$ cat src/rtl/fetch_pkg.sv
// Shared widths, queue entry layout and byte-swap helper for the fetch queue.
package fetch_pkg;

    localparam int          INSTR_W = 32;
    localparam int          PC_W    = 32;
    localparam logic [31:0] PC_STEP = 32'd4;

    typedef struct packed {
        logic [INSTR_W-1:0] instr;
        logic [PC_W-1:0]    pc;
    } fetch_entry_t;

    function automatic logic [INSTR_W-1:0] bswap32(input logic [INSTR_W-1:0] d);
        return {d[7:0], d[15:8], d[23:16], d[31:24]};
    endfunction

endpackage

$ cat src/rtl/fetch_fifo.sv
// DEPTH-entry instruction/PC FIFO with synchronous flush and same-cycle push/pop.
module fetch_fifo
    import fetch_pkg::*;
#(
    parameter int DEPTH = 4
) (
    input  logic                   clk,
    input  logic                   reset,
    input  logic                   i_push,
    input  logic                   i_pop,
    input  logic                   i_flush,
    input  fetch_entry_t           i_data,
    output fetch_entry_t           o_head,
    output logic [$clog2(DEPTH):0] o_count,
    output logic                   o_full,
    output logic                   o_empty
);

    localparam int PTR_W = $clog2(DEPTH);
    localparam int CNT_W = PTR_W + 1;

    fetch_entry_t     r_mem [DEPTH];
    logic [PTR_W-1:0] r_wr_ptr;
    logic [PTR_W-1:0] r_rd_ptr;
    logic [CNT_W-1:0] r_count;

    logic w_empty;
    logic w_full;
    logic w_do_pop;
    logic w_do_push;

    assign w_empty   = (r_count == '0);
    assign w_full    = (r_count == CNT_W'(DEPTH));
    assign w_do_pop  = i_pop && !w_empty;
    // A full queue still accepts a push when the head leaves in the same cycle.
    assign w_do_push = i_push && (!w_full || w_do_pop);

    always_ff @(posedge clk or posedge reset) begin
        if (reset) begin
            r_wr_ptr <= '0;
            r_rd_ptr <= '0;
            r_count  <= '0;
        end else if (i_flush) begin
            r_wr_ptr <= '0;
            r_rd_ptr <= '0;
            r_count  <= '0;
        end else begin
            if (w_do_push) r_wr_ptr <= r_wr_ptr + 1'b1;
            if (w_do_pop)  r_rd_ptr <= r_rd_ptr + 1'b1;
            r_count <= r_count + CNT_W'(w_do_push) - CNT_W'(w_do_pop);
        end
    end

    always_ff @(posedge clk) begin
        if (w_do_push && !i_flush) r_mem[r_wr_ptr] <= i_data;
    end

    assign o_head  = r_mem[r_rd_ptr];
    assign o_count = r_count;
    assign o_full  = w_full;
    assign o_empty = w_empty;

endmodule

$ cat src/rtl/fetch_queue.sv
// Pipelined fetch stage: PC/credit bookkeeping, imem issue, redirect flush.
// Optional FETCH_PERF_EN adds stall and redirect performance counters.
module fetch_queue
    import fetch_pkg::*;
#(
    parameter int          ADDR_W    = 22,
    parameter int          DEPTH     = 4,
    parameter int          MAX_OUTST = 2,
    parameter logic [31:0] RESET_PC  = 32'h0000_0000
) (
    input  logic               clk,
    input  logic               reset,
    output logic               imem_req_valid,
    input  logic               imem_req_ready,
    output logic [ADDR_W-1:0]  imem_addr,
    input  logic               imem_rsp_valid,
    input  logic [INSTR_W-1:0] imem_rsp_data,
    input  logic               redirect_valid,
    input  logic [PC_W-1:0]    redirect_pc,
    output logic               instr_valid,
    input  logic               instr_ready,
    output logic [INSTR_W-1:0] instruction,
    output logic [PC_W-1:0]    instr_pc
`ifdef FETCH_PERF_EN
    ,
    output logic [31:0]        perf_stall_cnt,
    output logic [31:0]        perf_redirect_cnt
`endif
);

    localparam int CNT_W = $clog2(DEPTH) + 1;

    logic [PC_W-1:0]  r_fetch_pc;
    logic [PC_W-1:0]  r_rsp_pc;
    logic [CNT_W-1:0] r_outst;
    logic [CNT_W-1:0] r_drop_cnt;

    logic [PC_W-1:0]  w_redirect_pc;
    logic [CNT_W-1:0] w_count;
    logic [CNT_W:0]   w_credit;
    logic             w_full;
    logic             w_empty;
    logic             w_accept;
    logic             w_push;
    logic             w_pop;
    fetch_entry_t     w_in_entry;
    fetch_entry_t     w_head;

    assign w_redirect_pc = redirect_pc & ~32'h3;

    // Every in-flight request owns a queue slot, so a response can always be pushed.
    assign w_credit = (CNT_W+1)'(w_count) + (CNT_W+1)'(r_outst);

    assign imem_req_valid = !reset && !redirect_valid
                         && (r_outst < CNT_W'(MAX_OUTST))
                         && (w_credit < (CNT_W+1)'(DEPTH))
                         && (r_drop_cnt == '0);
    assign imem_addr      = r_fetch_pc[ADDR_W-1:0];

    assign w_accept = imem_req_valid && imem_req_ready;
    assign w_push   = imem_rsp_valid && !redirect_valid && (r_drop_cnt == '0);
    assign w_pop    = instr_valid && instr_ready && !redirect_valid;

    assign w_in_entry.instr = bswap32(imem_rsp_data);
    assign w_in_entry.pc    = r_rsp_pc;

    fetch_fifo #(
        .DEPTH (DEPTH)
    ) u_fifo (
        .clk     (clk),
        .reset   (reset),
        .i_push  (w_push),
        .i_pop   (w_pop),
        .i_flush (redirect_valid),
        .i_data  (w_in_entry),
        .o_head  (w_head),
        .o_count (w_count),
        .o_full  (w_full),
        .o_empty (w_empty)
    );

    assign instr_valid = !w_empty;
    assign instruction = w_empty ? '0 : w_head.instr;
    assign instr_pc    = w_empty ? '0 : w_head.pc;

    always_ff @(posedge clk or posedge reset) begin
        if (reset) begin
            r_fetch_pc <= RESET_PC;
            r_rsp_pc   <= RESET_PC;
            r_outst    <= '0;
            r_drop_cnt <= '0;
        end else begin
            r_outst <= r_outst + CNT_W'(w_accept) - CNT_W'(imem_rsp_valid);
            if (redirect_valid) begin
                // Everything still in flight is stale; a response landing now is already discarded.
                r_fetch_pc <= w_redirect_pc;
                r_rsp_pc   <= w_redirect_pc;
                r_drop_cnt <= r_outst - CNT_W'(imem_rsp_valid);
            end else begin
                if (w_accept) r_fetch_pc <= r_fetch_pc + PC_STEP;
                if (w_push)   r_rsp_pc   <= r_rsp_pc + PC_STEP;
                if (imem_rsp_valid && (r_drop_cnt != '0)) r_drop_cnt <= r_drop_cnt - 1'b1;
            end
        end
    end

    always @(posedge clk) begin
        if (!reset) assert (!(w_push && w_full && !w_pop));
    end

`ifdef FETCH_PERF_EN
    logic [31:0] r_perf_stall;
    logic [31:0] r_perf_redirect;

    always_ff @(posedge clk or posedge reset) begin
        if (reset) begin
            r_perf_stall    <= '0;
            r_perf_redirect <= '0;
        end else begin
            if (instr_ready && !instr_valid && (r_perf_stall != '1))
                r_perf_stall <= r_perf_stall + 1'b1;
            if (redirect_valid && (r_perf_redirect != '1))
                r_perf_redirect <= r_perf_redirect + 1'b1;
        end
    end

    assign perf_stall_cnt    = r_perf_stall;
    assign perf_redirect_cnt = r_perf_redirect;
`endif

endmodule

$ cat config.mk
export PLATFORM = sky130hd
export DESIGN_NAME = fetch_queue
export DESIGN_NICKNAME = d
export VERILOG_FILES = /design/src/rtl/fetch_pkg.sv /design/src/rtl/fetch_fifo.sv /design/src/rtl/fetch_queue.sv
export SDC_FILE = /design/constraint.sdc
export NUM_CORES = 1
export LEC_CHECK = 0
export CAP_MARGIN = 15
export CORE_MARGIN = 1
export CORE_UTILIZATION = 35
export CTS_BUF_LIST = sky130_fd_sc_hd__clkbuf_8
export DETAILED_ROUTE_END_ITERATION = 10
export PLACE_DENSITY = 0.62
export SLEW_MARGIN = 10
export SYNTH_ARGS = -nofsm -noshare
export SYNTH_HDL_FRONTEND = slang
export SYNTH_SLANG_ARGS = --single-unit
$ cat constraint.sdc
create_clock -name clk -period 4.5 [get_ports clk]
set_clock_uncertainty 0.15 [all_clocks]
set_input_delay 1.125 -clock clk [delete_from_list [all_inputs] [get_ports clk]]
set_output_delay 1.125 -clock clk [all_outputs]
set_load 0.02 [all_outputs]
==> out/qor.yml <==
post-cts-setup-buffers: 0
drtPass1Iterations: 5
drt-total-wl_microns: 28600
cts_root_buffer: "clkbuf_8"
postRouteAntennaNets: 0
tightestPinTransition_ps: 1000
drive_gt1_share_pct: 17.1
min_to: "r_fetch_pc[21]$_DFFE_PP0P_"
post-route-period-util_pct: 89.8
seq_area_sq_um: 9030
pwr-share-comb_pct: 25.5
power.switching_mw: 2.20
hpwlAfterDp_microns: 17500
min_from: "r_fetch_pc[21]$_DFFE_PP0P_"
slowest_delay_ps: 580
synth-async-reset-ratio_pct: 20.3
cts.path.max_buffers: 3
vias_per_cell: 5.02
port_buffers: 151
clkTransAtPathRegs_ps: 60
final_util_pct: 44.1
clk_latency_ps: 560
worstPathCellList: "buf_12, mux4_2, and2_1, clkdlybuf4s50_1"
place.gp.congestion: 0.813
postCtsResizedCells: 0
dieArea_sq_um: 38100
r2r-end: "u_fifo.o_count[2]$_DFF_PP0_"
grt_pass1_vias: 7786
cap_violations: 0
cts_tree: "done"
hp-class: "reg -> reg"
slew_violations: 0
synth-edff-count: 248
nFillCells: 3304
cts.htree.levels: 2
swShare_pct: 28.8
cp-end-kind: "primary output"
clock_sinks: 311
vias: 7457
rrSetupSlack_ps: 1650
synth_cell_types: 51
die_h_microns: 195
fin_nets: 1064
cp_max_fo: 33
cts_buffers: 54
syn_area_per_cell_sq_um: 16.6
fmax_mhz: 248
status: "completed"
worst_ep_arrival_time_ps: 2760
whs_path_depth: 1
die_x_microns: 195
pwr-share-clk_pct: 30.0
rsz0062_at_grt: "false"
reg2reg_depth: 12
p_int_mw: 5.46
io_pins: 158
grt_max_degree: 66
rows: 70
p_leak_nw: 5.52
route.detailed.drc: 0
wl_per_cell_microns: 19.2
drt_iter0_drc: 398
ys_ff_latch: 311
antenna_found_initial: 5
pwr_density_cell_nw_per_um2: 473
start_kind: "register"
critPathSlowestCell: "clkdlybuf4s50_1"
setup_viol: 0
slew_headroom_pct: 33.0
finalCriticalPeriod_ps: 4040
grt_pass1_wl_microns: 44500
hold_buffers: 0
seq_area_frac_synth_pct: 69.0
synth_area_sq_um: 13100
crit_required_ps: 3220
seq_power_share_pct: 44.6
core-area_sq_um: 36700
hold_violations: 0
timing.rr.start: "u_fifo.o_count[2]$_DFF_PP0_"
area_growth_syn_to_layout_pct: 23.9
synth_flop_cell: "edfxtp_1"
syn_inst: 790
start_util_pct: 35.6
peakVddDrop_uv: 187
grtUsageTotal_pct: 15.2
critical_path_class: "reg -> out"
yosysWarnings: 0
grt.overflow.total: 0
tns_ps: 0
multi_input_area_sq_um: 3800
==> critical path: cells and delay by family, from the launching register on <==
family	cells	cell delay, ps
buf+inv	2	900
flops	1	550
simple gates	1	170
mux	1	550
==> power groups by stage <==
stage	combinational [mW]	clock, mW	sequential [mW]
6_report	1.95	2.29	3.42
5_1_grt	2.12	2.50	3.44
4_1_cts	2.01	2.38	3.42
3_5_place_dp	2.00	0	3.47
3_3_place_gp	1.99	0	3.47
2_1_floorplan	1.19	0	3.42
==> cell families (layout without fill, tap and decap cells) <==
logic type,count (synthesis),count (layout),share of synthesized area [%]
compound gates,64,64,2.83
xor+xnor,41,41,2.75
fa+ha+maj,19,19,1.93
buf+inv,59,280,2.11
flops,311,311,69.0
mux,72,72,11.5
other cells,1,7,0.0287
simple gates,223,223,9.82
==> metrics by stage <==
step	area [sq um]	instances	total power, mW	hold WS (ps)	worst slack (ps)
final	16200	1485	7.66	378	460
after global routing	16200	1483	8.06	416	323
after CTS	16200	1482	7.80	380	383
after detailed placement	15200	1387	5.48	363	605
after global placement	15200	1387	5.45	369	618
after floorplan	13100	793	4.61	345	806
==> area by class of cell <==
class	count	share of cell area, %
diodes	3	0.0464
clock buffers	60	5.10
clock inverters	35	0.896
inverters	19	0.440
multi-input cells	423	23.5
flip-flops and latches	311	55.8
well taps	468	3.62
repair buffers	166	10.7
==> per-layer routing <==
layer / wire, microns / vias up / track usage (%)
met3: 1780 / 46 / 3.70
met4: 446 / 4 / 4.23
met1: 13000 / 3771 / 21.1
li1: - / 3399 / -
met2: 13300 / 237 / 23.9
met5: 27 / - / 0
==> flip-flops by register name (all words and copies together) (netlist names) <==
| register | flops |
|---|---|
| r_outst | 3 |
| u_fifo.o_count | 3 |
| r_fetch_pc | 20 |
| u_fifo.r_wr_ptr | 2 |
| r_drop_cnt | 3 |
| u_fifo.r_mem | 248 |
| r_rsp_pc | 30 |
| u_fifo.r_rd_ptr | 2 |
==> Yosys cell counts (17+ instances only) <==
cell type	instances	area share [%]
and2_1	75	3.6
xor2_1	20	1.3
o21ai_1	22	0.84
edfxtp_1	248	57
inv_1	18	0.52
xnor2_1	21	1.4
mux4_2	62	11
nor2_1	24	0.69
clkbuf_1	19	0.55
nand2_1	44	1.3
nand3_1	25	0.96
dfrtp_1	63	12
ha_1	17	1.6
==> placed cells by master, fill, tap and decap left out, types with 9 or more instances in the layout <==
cell,n
edfxtp_1,248
ha_1,17
inv_1,34
clkinv_1,10
mux4_2,62
o21ai_1,22
and2_1,71
clkdlybuf4s50_1,150
nand4_1,16
nand2_1,44
nand3_1,25
nor2_1,24
dfrtp_1,61
buf_12,9
o21ai_0,13
xnor2_1,21
a21oi_1,12
clkbuf_8,60
xor2_1,20
==> worst max path at each step <==
stage                                         from                             to  slack (ps)
finish              u_fifo.r_rd_ptr[0]$_DFFE_PP0P_                   instr_pc[28]         460
global route        u_fifo.r_rd_ptr[0]$_DFFE_PP0P_                   instr_pc[12]         320
CTS                 u_fifo.r_rd_ptr[0]$_DFFE_PP0P_                   instr_pc[13]         380
detailed placement                           reset                 imem_req_valid         600
global placement                             reset                 imem_req_valid         620
floorplan                           imem_rsp_valid  u_fifo.r_mem[0][10]$_DFFE_PP_         810
Power figures use the tool's default switching activity.
